--- config.mk ---
export PLATFORM = sky130hd
export DESIGN_NAME = alu_control_sequencer
export DESIGN_NICKNAME = d
export VERILOG_FILES = /design/src/rtl/alu_control_sequencer.sv
export SDC_FILE = /design/constraint.sdc
export NUM_CORES = 1
export LEC_CHECK = 0
export CORE_MARGIN = 3
export CORE_UTILIZATION = 40
export CTS_CLUSTER_DIAMETER = 60
export CTS_CLUSTER_SIZE = 12
export DETAILED_ROUTE_END_ITERATION = 10
export PLACE_DENSITY = 0.95
export SYNTH_ARGS = -nofsm -noshare
export SYNTH_HDL_FRONTEND = slang
export SYNTH_SLANG_ARGS = --single-unit
--- constraint.sdc ---
create_clock -name w_clock -period 4.5 [get_ports w_clock]
set_clock_uncertainty 0.15 [all_clocks]
set_input_delay 1.125 -clock w_clock [delete_from_list [all_inputs] [get_ports w_clock]]
set_output_delay 1.125 -clock w_clock [all_outputs]
set_load 0.03 [all_outputs]
--- src/rtl/alu_control_sequencer.sv ---
// Hardwired fetch/execute sequencer for register-register ALU instructions on DataPath.
// Define SEQ_STEP_EN to add a w_step input that gates every non-IDLE state transition.
module alu_control_sequencer #(
    parameter int unsigned OPC_W    = 5,
    parameter int unsigned REG_W    = 4,
    parameter int unsigned LAST_OPC = 12
) (
    input  logic             w_clock,
    input  logic             w_clear,
    input  logic             w_run,
    input  logic             w_mem_ready,
`ifdef SEQ_STEP_EN
    input  logic             w_step,
`endif
    input  logic [31:0]      ir,
    output logic             s_PC,
    output logic             s_Zlow,
    output logic             s_Zhigh,
    output logic             s_MDR,
    output logic             s_Rout,
    output logic [REG_W-1:0] r_out_sel,
    output logic             e_Rin,
    output logic [REG_W-1:0] r_in_sel,
    output logic             e_MAR,
    output logic             e_Z,
    output logic             e_PC,
    output logic             e_MDR,
    output logic             e_IR,
    output logic             e_Y,
    output logic             e_HI,
    output logic             e_LO,
    output logic             w_IncPC,
    output logic             w_read,
    output logic             e_alu,
    output logic [OPC_W-1:0] opcode,
    output logic             o_busy,
    output logic             o_done,
    output logic             o_illegal
);

    localparam logic [2:0] IDLE = 3'd0;
    localparam logic [2:0] T0   = 3'd1;
    localparam logic [2:0] T1   = 3'd2;
    localparam logic [2:0] T2   = 3'd3;
    localparam logic [2:0] T3   = 3'd4;
    localparam logic [2:0] T4   = 3'd5;
    localparam logic [2:0] T5   = 3'd6;
    localparam logic [2:0] T6   = 3'd7;

    localparam int unsigned OpcHi = 31;
    localparam int unsigned RaHi  = OpcHi - OPC_W;
    localparam int unsigned RbHi  = RaHi - REG_W;
    localparam int unsigned RcHi  = RbHi - REG_W;
    localparam int unsigned LoTop = RcHi - REG_W;

    localparam logic [OPC_W-1:0] LastOpc = OPC_W'(LAST_OPC);
    localparam logic [OPC_W-1:0] OpcNot  = OPC_W'(4);
    localparam logic [OPC_W-1:0] OpcMul  = OPC_W'(5);
    localparam logic [OPC_W-1:0] OpcDiv  = OPC_W'(6);
    localparam logic [OPC_W-1:0] OpcNeg  = OPC_W'(12);

    logic [2:0]       state_q, state_d;
    logic [OPC_W-1:0] opc_q;
    logic [REG_W-1:0] ra_q, rb_q, rc_q;
    logic             advance;
    logic             unused_ir;

`ifdef SEQ_STEP_EN
    assign advance = w_step;
`else
    assign advance = 1'b1;
`endif

    assign unused_ir = ^ir[LoTop:0];

    // IR is only valid from T3 on, so T3 decodes it live and latches it for T4-T6.
    logic [OPC_W-1:0] cur_opc;
    logic [REG_W-1:0] cur_ra, cur_rb, cur_rc;
    logic             is_illegal, is_unary, is_muldiv;

    always_comb begin
        if (state_q == T3) begin
            cur_opc = ir[OpcHi -: OPC_W];
            cur_ra  = ir[RaHi -: REG_W];
            cur_rb  = ir[RbHi -: REG_W];
            cur_rc  = ir[RcHi -: REG_W];
        end else begin
            cur_opc = opc_q;
            cur_ra  = ra_q;
            cur_rb  = rb_q;
            cur_rc  = rc_q;
        end
        is_illegal = cur_opc > LastOpc;
        is_unary   = (cur_opc == OpcNot) || (cur_opc == OpcNeg);
        is_muldiv  = (cur_opc == OpcMul) || (cur_opc == OpcDiv);
    end

    always_comb begin
        state_d = state_q;
        case (state_q)
            IDLE: if (w_run) state_d = T0;
            T0:   if (advance) state_d = T1;
            T1:   if (advance && w_mem_ready) state_d = T2;
            T2:   if (advance) state_d = T3;
            T3:   if (advance) state_d = is_illegal ? IDLE : T4;
            T4:   if (advance) state_d = T5;
            T5: begin
                if (advance) begin
                    if (is_muldiv) state_d = T6;
                    else           state_d = w_run ? T0 : IDLE;
                end
            end
            T6:   if (advance) state_d = w_run ? T0 : IDLE;
            default: state_d = IDLE;
        endcase
    end

    always_ff @(posedge w_clock or negedge w_clear) begin
        if (!w_clear) begin
            state_q <= IDLE;
            opc_q   <= '0;
            ra_q    <= '0;
            rb_q    <= '0;
            rc_q    <= '0;
        end else begin
            state_q <= state_d;
            if (state_q == T3 && advance) begin
                opc_q <= cur_opc;
                ra_q  <= cur_ra;
                rb_q  <= cur_rb;
                rc_q  <= cur_rc;
            end
        end
    end

    always_comb begin
        s_PC      = 1'b0;
        s_Zlow    = 1'b0;
        s_Zhigh   = 1'b0;
        s_MDR     = 1'b0;
        s_Rout    = 1'b0;
        r_out_sel = '0;
        e_Rin     = 1'b0;
        r_in_sel  = '0;
        e_MAR     = 1'b0;
        e_Z       = 1'b0;
        e_PC      = 1'b0;
        e_MDR     = 1'b0;
        e_IR      = 1'b0;
        e_Y       = 1'b0;
        e_HI      = 1'b0;
        e_LO      = 1'b0;
        w_IncPC   = 1'b0;
        w_read    = 1'b0;
        e_alu     = 1'b0;
        opcode    = '0;
        o_busy    = (state_q != IDLE);
        o_done    = 1'b0;
        o_illegal = 1'b0;
        case (state_q)
            T0: begin
                s_PC    = 1'b1;
                e_MAR   = 1'b1;
                w_IncPC = 1'b1;
                e_Z     = 1'b1;
            end
            T1: begin
                s_Zlow = 1'b1;
                e_PC   = 1'b1;
                w_read = 1'b1;
                e_MDR  = 1'b1;
            end
            T2: begin
                s_MDR = 1'b1;
                e_IR  = 1'b1;
            end
            T3: begin
                if (is_illegal) begin
                    o_illegal = 1'b1;
                end else if (!is_unary) begin
                    s_Rout    = 1'b1;
                    r_out_sel = cur_rb;
                    e_Y       = 1'b1;
                end
            end
            T4: begin
                s_Rout    = 1'b1;
                r_out_sel = is_unary ? cur_rb : cur_rc;
                e_alu     = 1'b1;
                e_Z       = 1'b1;
                opcode    = cur_opc;
            end
            T5: begin
                s_Zlow = 1'b1;
                if (is_muldiv) begin
                    e_LO = 1'b1;
                end else begin
                    e_Rin    = 1'b1;
                    r_in_sel = cur_ra;
                    o_done   = 1'b1;
                end
            end
            T6: begin
                s_Zhigh = 1'b1;
                e_HI    = 1'b1;
                o_done  = 1'b1;
            end
            default: ;
        endcase
    end

endmodule

==> flow_summary_export.csv, run 1 <==
group,metric,value,unit
outcome,status,"finished, final reports clean",
yosys,synth_top_area_share,42.8,%
worst_setup_path,crit_arrival,2.99,ns
route,ant_nets,0,
finish,num_antenna_cells,0,
floorplanning,fp.dieH,60.1,µm
place,portBuffers,53,
timing,tightestPinTransition,0.841,ns
yosys,ys_seq_elements,20,
worst_setup_path,r2r_start,"state_q[2]",
route,drtIter0Drc,32,
yosys,ys_warn_count,0,
route,firstDrtPassIters,4,
worst_setup_path,end_kind,"output port",
yosys,synthDistinctLibCells,28,
clocking,cts_tree,"done",
place,place_hpwl,2.21,mm
power,power_density,597,mW/mm²
worst_setup_path,rr_endpoint,"rc_q[0]",
route,top_layer,"met4",
clocking,postCtsSetupRepairBufs,0,
timing,slew_headroom,43.7,%
power,total_power,1.00,mW
yosys,ys.flop_type,"dfrtp_1",
min_path,min-delay-start,"rc_q[1]",
finish,finish.utilization,63.9,%
finish,area_delta_synth_final,44.0,%
yosys,synth_seq_area_share,42.8,%
worst_setup_path,crit_start,"ir[29]",
route,wire_per_inst,15.4,µm
worst_setup_path,crit_fanout,5,
route,met2_length,1.48,mm
grt,grt_max_degree,21,
floorplanning,initial_core_util,44.3,%
yosys,synth_area,0.00117,mm²
timing,slew_violations,0,
route,routed_wl,2.82,mm
yosys,synthArstFlopShare,100,%
clocking,ctsHtreeMaxLevel,1,
timing,fin_crit_sh,94.9,%
grt,grt_usage,16.9,%
timing,setup_tns,0,ns
min_path,hp-class,"reg2reg",
clocking,ctsResizeCount,0,
yosys,synth_top_cell_by_area,"dfrtp_1",
route,dr_wl_met3,228,µm
route,m1WireLength,1.07,mm
finish,drive_gt1_share,23.5,%
worst_setup_path,crit_type,"in2out",
yosys,synth_area_per_cell,11.0,µm²
timing,min_period,4.27,ns
finish,n_fill_cell,203,
job,max_cap_violations,0,
worst_setup_path,crit_required,3.22,ns
yosys,synth_nets,142,
floorplanning,die_w,60.1,µm
floorplanning,die_area,0.00361,mm²
grt,grt_pass1_wl,4.52,mm
worst_setup_path,critPathLaunchType,"primary input",
floorplanning,ioPinCount,69,
clocking,cts_buffers,3,
clocking,hold_buffers,0,
yosys,synth_enable_flop_cells,0,
grt,antenna_found_initial,0,
yosys,ys_top_cells_by_area,"dfrtp_1 43%, mux2_2 19%, buf_4 4.5%",
route,route.detailed.drc,0,
clocking,clockRootBuffer,"clkbuf_4",
clocking,cts_buffer_depth,2,
yosys,synth_common_cells,"20 x dfrtp_1, 20 x mux2_2, 7 x buf_4, 6 x nor2b_1",
power,p_leak,0.706,nW
timing,hold_viol,0,
timing,fmax,234,MHz
route,vias,985,
grt,grt-ovfl-total,0,
yosys,syn_inst,106,
timing,setup_viol,0,
clocking,clock_sink_count,20,
clocking,clk_latency,0.30,ns
worst_setup_path,rr_worst_depth,3,
worst_setup_path,worst_setup_path_endpoint,"r_out_sel[0]",
power,ir_drop,0.000345,V
finish,nNetsFinal,190,
grt,first_global_vias,1015,
route,via_per_inst,5.38,
floorplanning,rows,18,
place,gp_congestion,0.893,
timing,rsz0062_at_grt,"no",
worst_setup_path,r2r_slack,2.73,ns
clocking,path_clk_slew,0.11,ns
floorplanning,core,0.00264,mm²
## worst min path at each step
stage          endpoint  slack, ns  cells past startpoint
6_report        rc_q[1]       0.35                      1
5_1_grt         rc_q[2]       0.37                      1
4_1_cts         rc_q[2]       0.36                      1
3_5_place_dp    rc_q[1]       0.33                      1
3_3_place_gp    rc_q[0]       0.33                      1
2_1_floorplan   rb_q[3]       0.32                      1
## layout make-up
type,instances,area [µm²],share of cell area (%)
multi-input cells,72,571,33.9
repair buffers,55,531,31.5
flip-flops and latches,20,500,29.7
well taps,30,37.5,2.23
clock buffers,4,36.3,2.16
inverters,2,7.51,0.446
## placed cells by master, fill, tap and decap left out, drive strengths merged
cell and n:
clkdlybuf4s50 47, mux2 21, dfrtp 20, buf 8
nor2b 6, nand2 5, nor2 5, and3 5
a22o 4, clkbuf 4, nor3 3, or3 3
nor4b 3, nor3b 3, inv 2, or2 2
nand2b 2, mux2i 2, a31oi 2, and2 1
a211oi 1, xnor2 1, a21oi 1, a311oi 1
o211ai 1
## stage by stage
step                      instance area, µm²  instances  hold WS, ns  setup WS (ns)
final                                   1680        183        0.354          0.230
after global routing                    1680        183        0.372          0.195
after CTS                               1680        183        0.358          0.207
after detailed placement                1650        179        0.333          0.200
after global placement                  1650        179        0.325          0.301
after floorplan                         1170        106        0.316          0.442
## state kept, by name, indices dropped and copies added, names as in the netlist
name / count
rb_q: 4
state_q: 3
opc_q: 5
ra_q: 4
rc_q: 4
## kinds of logic (layout without fill, tap and decap cells)
kind of cell | after synthesis | after routing | synth area share [%]
xor+xnor | 1 | 1 | 0.750
simple gates | 38 | 38 | 19.3
mux | 23 | 23 | 22.3
compound gates | 10 | 10 | 6.53
buf+inv | 14 | 61 | 8.35
flops | 20 | 20 | 42.8
## routing by layer
metal	global-route usage (%)	up-vias
li1	-	467
met1	19.5	468
met5	0	-
met2	29.3	44
met3	4.32	6
met4	7.28	0
## critical path, stage by stage
cell	delay (ns)
clkdlybuf4s50_1	0.48
nor4b_1	0.18
mux2i_1	0.44
mux2_2	0.40
a22o_1	0.20
buf_4	0.17
## report_power, final
| group | leakage (nW) | internal [mW] | switching, mW | total [mW] |
|---|---|---|---|---|
| combinational | 0.444 | 0.275 | 0.283 | 0.559 |
| clock | 0.0210 | 0.0494 | 0.0537 | 0.103 |
| sequential | 0.241 | 0.267 | 0.0752 | 0.342 |
No activity file was read; power rests on OpenSTA's default activity.
==> run 2: changes to the inputs <==
CORE_ASPECT_RATIO = 1.2   (was default)
GPL_TIMING_DRIVEN = 0   (was default)
==> flow_summary_export.csv, run 2 (synthesis gave the netlist of run 1 again) <==
group,metric,value,unit
finish,layout_common_cells,"49 x clkdlybuf4s50_1, 20 x mux2_2, 20 x dfrtp_1",
power,p_leak,0.770,nW
route,route.detailed.drc,0,
power,switching_power,0.436,mW
floorplanning,die_area,0.00361,mm²
clocking,cts_tree,"done",
clocking,clock_sink_count,20,
floorplanning,core,0.00265,mm²
clocking,hold_buffers,0,
grt,antenna_found_initial,0,
power,clkPwrFrac,13.2,%
worst_setup_path,crit_arrival,3.09,ns
floorplanning,rows,20,
worst_setup_path,crit_type,"in2out",
place,place_inst,192,
outcome,status,"finished, final reports clean",
clocking,ctsHtreeMaxLevel,1,
finish,drive_gt1_share,25.0,%
timing,rsz0062_at_grt,"no",
min_path,hp-class,"reg2reg",
grt,grt-ovfl-total,0,
finish,regMostFlops,"opc_q",
finish,num_antenna_cells,0,
finish,finish.utilization,68.5,%
route,ant_nets,0,
place,place_hpwl,2.38,mm
clocking,clockRootBuffer,"clkbuf_4",
power,p_sw_share,39.2,%
min_path,holdPathStages,1,
worst_setup_path,end_kind,"output port",
finish,largest_reg_flops,5,
route,firstDrtPassIters,4,
place,gp_congestion,0.867,
timing,setup_viol,0,
grt,grt_max_degree,21,
route,vias,1044,
timing,setup_tns,0,ns
finish,final_common_cell,"clkdlybuf4s50_1",
power,p_comb_share,58.2,%
power,total_power,1.11,mW
floorplanning,fp.dieH,65.2,µm
grt,first_global_vias,1100,
timing,holdWs,0.361,ns
timing,timing.final.ws_setup,0.136,ns
worst_setup_path,crit_fanout,6,
finish,design_area,0.00182,mm²
timing,slew_violations,0,
finish,area_delta_synth_final,55.6,%
route,routed_wl,3.15,mm
grt,grt_usage,18.0,%
clocking,cts_buffer_depth,2,
clocking,cts_buffers,3,
power,p_int,0.675,mW
worst_setup_path,crit_required,3.22,ns
power,p_seq_share,28.6,%
timing,tightestPinTransition,0.880,ns
finish,nNetsFinal,201,
job,max_cap_violations,0,
place,placed_cell_area,0.00174,mm²
place,portBuffers,53,
clocking,clk_latency,0.30,ns
place,pre_cts_ws,-0.187,ns
timing,fin_crit_sh,97.0,%
floorplanning,ioPinCount,69,
clocking,path_clk_slew,0.12,ns
route,drtIter0Drc,14,
timing,slew_headroom,41.2,%
power,power_density,611,mW/mm²
finish,final_cells,197,
worst_setup_path,rr_worst_depth,4,
timing,min_period,4.36,ns
grt,grt_pass1_wl,5.14,mm
timing,hold_viol,0,
route,via_per_inst,5.30,
floorplanning,initial_core_util,44.1,%
worst_setup_path,critPathLaunchType,"primary input",
power,ir_drop,0.000463,V
floorplanning,die_w,55.3,µm
timing,fmax,229,MHz
route,wire_per_inst,16.0,µm
-- run 2: cell types whose count changed in the layout (fill, tap and decap cells not counted), sizes merged --
cell	before	now
bufinv	0	1
dlygate4sd2	0	4
buf	8	10
clkbuf	4	6
clkdlybuf4s50	47	49
-- run 2: metal layers --
layer / GRT usage [%] / vias up / wire, µm
li1: - / 487 / -
met1: 18.8 / 520 / 1170
met2: 35.2 / 33 / 1780
met3: 3.34 / 4 / 170
met4: 6.69 / 0 / 42
met5: 0 / - / 0
-- run 2: worst paths after layout --
check | start | endpoint | slack [ns]
setup / recovery | ir[28] | s_Rout | 0.14
hold / removal | ra_q[3] | ra_q[3] | 0.36
setup reg to reg | state_q[1] | state_q[2] | 2.82
hold reg to reg | ra_q[3] | ra_q[3] | 0.36
max in group asynchronous | w_clear | opc_q[2] | 2.50
min in group asynchronous | w_clear | rb_q[0] | 1.16
-- run 2: critical path, stage by stage --
cell and delay (ns):
clkdlybuf4s50_1 0.52, or2_2 0.15, nand2b_1 0.09, a211oi_4 0.38, or2_2 0.17, clkdlybuf4s50_1 0.66
-- run 2: cell type report --
class                      count  area [µm²]
buffer                        12        90.1
clock buffer                   3        22.5
clock inverter                 1        30.0
fill                         206         835
inverter                       2        7.51
multi-input combinational     72         593
sequential                    20         500
tap                           33        41.3
timing repair buffer          54         533
-- run 2: power by group through the flow --
stage	clock network (mW)	logic (mW)	registers, mW
floorplan	0	0.440	0.304
global placement	0	0.618	0.314
detailed placement	0	0.636	0.321
CTS	0.149	0.644	0.316
global route	0.157	0.688	0.329
finish	0.147	0.646	0.318
-- run 2: timing repair --
item | CTS | global route
resized for setup | 7 | 1
endpoints found under the setup margin | 6 | 1
setup buffers | 1 | 0
